File: src/rtl/rx_frame_pkg.sv
// Shared constants, FSM state type and bit helper for the RMII receive frame checker.
// Latency: n/a (package only).
// Backpressure: n/a (package only).
package rx_frame_pkg;

  // Reflected CRC-32 (IEEE 802.3) constants.
  localparam logic [31:0] CRC_POLY    = 32'hEDB88320;
  localparam logic [31:0] CRC_INIT    = 32'hFFFFFFFF;
  // Register value left behind once a correct FCS has been run through the CRC.
  localparam logic [31:0] CRC_RESIDUE = 32'hDEBB20E3;

  // Bit positions inside out_status.
  localparam int ST_CRC_ERR = 0;
  localparam int ST_RUNT    = 1;
  localparam int ST_GIANT   = 2;

  typedef enum logic [1:0] {
    S_IDLE    = 2'd0,
    S_FILL    = 2'd1,
    S_STREAM  = 2'd2,
    S_DISCARD = 2'd3
  } rx_state_e;

  // The FIFO stores each octet MSB-first; this restores wire order (bit0 first).
  function automatic logic [7:0] bitrev8(input logic [7:0] v);
    logic [7:0] r;
    r = '0;
    for (int i = 0; i < 8; i++) begin
      r[i] = v[7-i];
    end
    return r;
  endfunction

endpackage

File: src/rtl/crc32_d8.sv
// One-byte combinational update of the reflected CRC-32 register.
// Latency: combinational, zero cycles.
// Backpressure: none; pure function of its inputs.
// Ports: crc_in - current CRC register, d - data octet (bit0 = first on wire),
//        crc_out - register after absorbing d.
module crc32_d8
  import rx_frame_pkg::*;
(
  input  logic [31:0] crc_in,
  input  logic [7:0]  d,
  output logic [31:0] crc_out
);

  always_comb begin
    logic [31:0] c;
    c = crc_in ^ {24'd0, d};
    for (int i = 0; i < 8; i++) begin
      c = c[0] ? ((c >> 1) ^ CRC_POLY) : (c >> 1);
    end
    crc_out = c;
  end

endmodule

File: config.mk
export PLATFORM = sky130hd
export DESIGN_NAME = crc32_d8
export DESIGN_NICKNAME = d
export VERILOG_FILES = /design/src/rtl/rx_frame_pkg.sv /design/src/rtl/crc32_d8.sv
export SDC_FILE = /design/constraint.sdc
export NUM_CORES = 1
export LEC_CHECK = 0
export CAP_MARGIN = 20
export CORE_MARGIN = 3
export CORE_UTILIZATION = 38
export DETAILED_ROUTE_END_ITERATION = 12
export GPL_ROUTABILITY_DRIVEN = 1
export PLACE_DENSITY = 0.9
export SYNTH_ARGS = -nofsm -noshare
export SYNTH_HDL_FRONTEND = slang
export SYNTH_SLANG_ARGS = --single-unit
File: constraint.sdc
create_clock -name vclk -period 2.6
set_input_delay 0.26 -clock vclk [all_inputs]
set_output_delay 0.26 -clock vclk [all_outputs]
set_load 0.05 [all_outputs]
==> results of run 1 <==
Yosys cell counts, drive strengths merged:
master | number | area [um^2]
xor2 | 11 | 111
xnor3 | 12 | 275
xnor2 | 38 | 415
xor3 | 5 | 119
inv | 1 | 3.75
path summary, 6_finish.rpt:
kind	start	endpoint	slack, ns	cells past startpoint
max	d[2]	crc_out[24]	0.11	5
min	crc_in[16]	crc_out[8]	1.25	3
power by group through the flow:
stage	Combinational (mW)	Clock (mW)	Sequential, mW
2_1_floorplan	1.18	0	0
3_3_place_gp	2.17	0	0
3_5_place_dp	2.21	0	0
4_1_cts	2.21	0	0
5_1_grt	2.26	0	0
6_report	2.20	0	0
worst min-delay path, cell delays in order:
cell and delay [ns]:
clkdlybuf4s50_1 0.41, xnor2_1 0.16, buf_12 0.16
repair_timing:
item,CTS,global route
setup buffers,0,0
setup endpoints to repair,0,1
gates resized for setup,0,1
area by class of cell:
type / instances / area [um^2] / share of cell area
multi-input combinational: 66 / 932 / 0.464
timing repair buffer: 80 / 1040 / 0.517
inverter: 1 / 3.75 / 0.00187
tap: 28 / 35.0 / 0.0174
kinds of logic (layout without fill, tap and decap cells):
family | count (synthesis) | in the layout | share of synthesized area
buffers and inverters | 1 | 81 | 0.00406
XOR/XNOR | 66 | 66 | 0.996
stage by stage:
stage | worst slack (ns) | std cells | utilization | instance area, um^2 | hold WS [ns]
2_1_floorplan | 0.305 | 67 | - | 925 | 0.825
3_5_place_dp | 0.0994 | 175 | 0.886 | 2000 | 1.25
6_report | 0.113 | 175 | 0.891 | 2010 | 1.25
4_1_cts | 0.0949 | 175 | 0.886 | 2000 | 1.26
3_3_place_gp | 0.166 | 175 | 0.886 | 2000 | 1.24
5_1_grt | 0.0120 | 175 | 0.891 | 2010 | 1.27
layer usage:
metal | GRT usage | wire, um
met4 | 0.0382 | 21
met2 | 0.402 | 1660
met3 | 0.0421 | 285
met1 | 0.193 | 956
met5 | 0 | 0
==> summary.md, run 1 <==
| Metric | Value |
|---|---|
| Outcome | `completed` |
| IO Port Bufs | `72` |
| Cells after synthesis | `67` |
| RSZ-0062 raised after global routing | `false` |
| Die H | `55.3 um` |
| Initial Util | `0.410` |
| Sw Share | `0.516` |
| Pleak | `0.920 nW` |
| Worst EP arrival | `2.23 ns` |
| First-pass detailed-route iteration total | `3` |
| First-pass GRT wire length | `4750 um` |
| Final setup violation count | `0` |
| Crit end category | `output pin` |
| Worst-path fanout max | `3` |
| Die W | `55.3 um` |
| Grt ovf | `0` |
| Delay-heaviest family, CP | `XOR/XNOR gates` |
| Ys Warns | `0` |
| Sw Pwr | `1.13 mW` |
| Vias | `808` |
| Clk pwr share | `0` |
| Power per cell area | `1090 nW/um^2` |
| HPWL after DPL | `2680 um` |
| DRC errors left | `0` |
| P_int | `1.06 mW` |
| Routed WL per cell | `16.7 um` |
| Critical path type | `primary input to output pin` |
| Gate power share | `1.000` |
| Total Wirelength | `2920 um` |
| Area Overhead vs Synth | `117%` |
| Yosys cell types | `10` |
| Largest stage delay, worst path | `0.54 ns` |
| Vias in the first global route | `975` |
| Core area | `2250 um^2` |
| Type of the worst min-delay path | `primary input to output pin` |
| # diodes | `0` |
| Final worst-path cycle share | `0.957` |
| Final Hold Vio Count | `0` |
| Post-synthesis net count | `107` |
| Critical Path RT | `2.34 ns` |
| Initial DRC count | `8` |
| Layout net count | `189` |
| Antenna-violating nets left | `0` |
| Total power | `2.20 mW` |
| Sequential cell area fraction in the yosys report | `0` |
| Buf+Inv Stages, Crit Path | `2` |
| Antenna violations before repair | `0` |
| Crit path cell chain | `clkdlybuf4s50_1 -> xor2_1 -> xnor3_2 -> xnor3_4 -> buf_4` |
| Gpl congestion | `0.745` |
| Share of layout cells above drive strength 1 | `0.354` |
| Rel. slew slack | `0.633` |
| Peak Freq | `0.402 GHz` |
| Min Tclk post-route | `2.49 ns` |
| Maximum number of pins on one net before global-route repair | `9` |
| Slowest CP cell | `xnor3_2` |
| Most frequent cells in the layout | `clkdlybuf4s50_1 (40), xnor2_1 (30), buf_12 (27), buf_4 (13), xnor3_1 (10)` |
| Commonest non-fill, non-tap cell in the layout | `clkdlybuf4s50_1` |
| Clk_buf instances | `0` |
| Seq pwr share | `0` |
| Setup TNS | `0 ns` |
| Max cap viols | `0` |
| Syn avg cell area | `13.8 um^2` |
| Syn Std Cell Area | `925 um^2` |
| Filler Cell Count | `99` |
| FP Rows | `17` |
| Via density | `4.62` |
| Max VDD drop | `975 uV` |
| CP Launch Type | `primary input` |
| Final Max Slew Viols | `0` |
| CTS hold repair buffers | `0` |
| Die ar. | `3060 um^2` |
| Top Ports | `72` |
| FF/Latch Area | `0 um^2` |
| FFs & Latches | `0` |
| Total GRT Usage | `0.195` |
| Worst-Margin Slew | `0.548 ns` |
Note: power is estimated with default switching activity, not from simulation.
==> inputs of run 2 (changes only) <==
CORE_UTILIZATION = 30   (was 38)
PLACE_DENSITY = 0.74   (was 0.9)
==> summary.md, run 2 (synthesis results as in run 1) <==
| Metric | Value |
|---|---|
| Gpl congestion | `0.651` |
| First-pass detailed-route iteration total | `3` |
| Power per cell area | `1080 nW/um^2` |
| DRC errors left | `0` |
| Gate power share | `1.000` |
| Min Tclk post-route | `2.46 ns` |
| Vias in the first global route | `805` |
| Die W | `61.5 um` |
| Vias | `781` |
| Crit end category | `output pin` |
| Commonest non-fill, non-tap cell in the layout | `clkdlybuf4s50_1` |
| Filler Cell Count | `213` |
| Worst-path fanout max | `7` |
| Initial Util | `0.324` |
| Initial DRC count | `4` |
| Critical path type | `primary input to output pin` |
| Share of layout cells above drive strength 1 | `0.362` |
| FF/Latch Area | `0 um^2` |
| Max cap viols | `0` |
| Worst EP arrival | `2.20 ns` |
| Cell Area, Placed | `2020 um^2` |
| Clk_buf instances | `0` |
| Sw Pwr | `1.12 mW` |
| Post-CTS Setup Inserts | `0` |
| Total GRT Usage | `0.130` |
| Post-CTS sizing | `0` |
| FP Rows | `19` |
| Slowest CP cell | `xor3_1` |
| Crit path cell chain | `clkdlybuf4s50_1 -> xnor2_2 -> xor3_1 -> xnor2_1 -> buf_12` |
| Outcome | `completed` |
| Hold_sp | `crc_in[8]` |
| Max VDD drop | `720 uV` |
| Type of the worst min-delay path | `primary input to output pin` |
| RSZ-0062 raised after global routing | `false` |
| Most frequent cells in the layout | `clkdlybuf4s50_1 (40), xnor2_1 (30), buf_12 (27), buf_4 (15), xnor3_1 (10)` |
| CTS hold repair buffers | `0` |
| Routed WL per cell | `13.9 um` |
| # diodes | `0` |
| Top Ports | `72` |
| First-pass GRT wire length | `3740 um` |
| Final Max Slew Viols | `0` |
| Grt ovf | `0` |
| Rel. slew slack | `0.650` |
| Antenna-violating nets left | `0` |
| Core area | `2850 um^2` |
| Final worst-path cycle share | `0.947` |
| Peak Freq | `0.406 GHz` |
| Antenna violations before repair | `0` |
| Final hold slack | `1.24 ns` |
| Layout net count | `191` |
| HPWL after DPL | `2270 um` |
| Final setup violation count | `0` |
| CP Launch Type | `primary input` |
| Clk pwr share | `0` |
| Die ar. | `3780 um^2` |
| Design area | `2020 um^2` |
| WHS Endpoint | `crc_out[0]` |
| Final Hold Vio Count | `0` |
| Area Overhead vs Synth | `118%` |
| Largest stage delay, worst path | `0.56 ns` |
| FFs & Latches | `0` |
| Total Wirelength | `2500 um` |
| Setup TNS | `0 ns` |
| P_int | `1.07 mW` |
| Maximum number of pins on one net before global-route repair | `8` |
| Sw Share | `0.511` |
| Worst-Margin Slew | `0.523 ns` |
| Via density | `4.34` |
| Seq pwr share | `0` |
| Critical Path RT | `2.34 ns` |
| Pleak | `0.928 nW` |
| IO Port Bufs | `72` |
| Die H | `61.5 um` |
| Hold path depth | `3` |
==> run 2: cell count changes in the layout (fill, tap and decap cells not counted), sizes merged <==
cell,previous run,this run
buf,40,42
==> run 2: power by group through the flow <==
stage,Combinational [mW],Clock [mW],Sequential (mW)
5_1_grt,2.26,0,0
4_1_cts,2.21,0,0
3_3_place_gp,2.18,0,0
6_report,2.19,0,0
3_5_place_dp,2.20,0,0
2_1_floorplan,1.18,0,0
==> run 2: worst max path at each step <==
stage	startpoint	to	slack [ns]	depth (start not counted)
global route	d[3]	crc_out[5]	0.05	5
floorplan	d[3]	crc_out[5]	0.30	3
detailed placement	d[3]	crc_out[5]	0.13	5
CTS	d[3]	crc_out[5]	0.12	5
global placement	crc_in[2]	crc_out[24]	0.15	5
finish	d[3]	crc_out[5]	0.14	5
==> run 2: routing by layer <==
metal / global-route usage / wire (um) / share of wire
met5: 0 / 0 / 0
met4: 0 / 0 / 0
met3: 0.0210 / 296 / 0.12
met2: 0.248 / 1260 / 0.50
met1: 0.162 / 945 / 0.38
==> run 2: final cells by class <==
cell class,count,area [um^2],share of cell area
multi-input cells,66,921,0.457
repair buffers,82,1050,0.522
well taps,31,38.8,0.0192
inverters,1,3.75,0.00186
==> run 2: worst max-delay path, delay by kind of cell <==
family | cells | cell delay (ns)
xor gates and xnor gates | 3 | 1.31
buffers and inverters | 2 | 0.63
==> run 2: metrics by stage <==
| stage | utilization | std cells | power (mW) | setup slack (ns) |
|---|---|---|---|---|
| 3_3_place_gp | 0.707 | 180 | 2.18 | 0.155 |
| 6_report | 0.707 | 180 | 2.19 | 0.138 |
| 3_5_place_dp | 0.707 | 180 | 2.20 | 0.128 |
| 2_1_floorplan | - | 67 | 1.18 | 0.305 |
| 4_1_cts | 0.707 | 180 | 2.21 | 0.122 |
| 5_1_grt | 0.707 | 180 | 2.26 | 0.0544 |
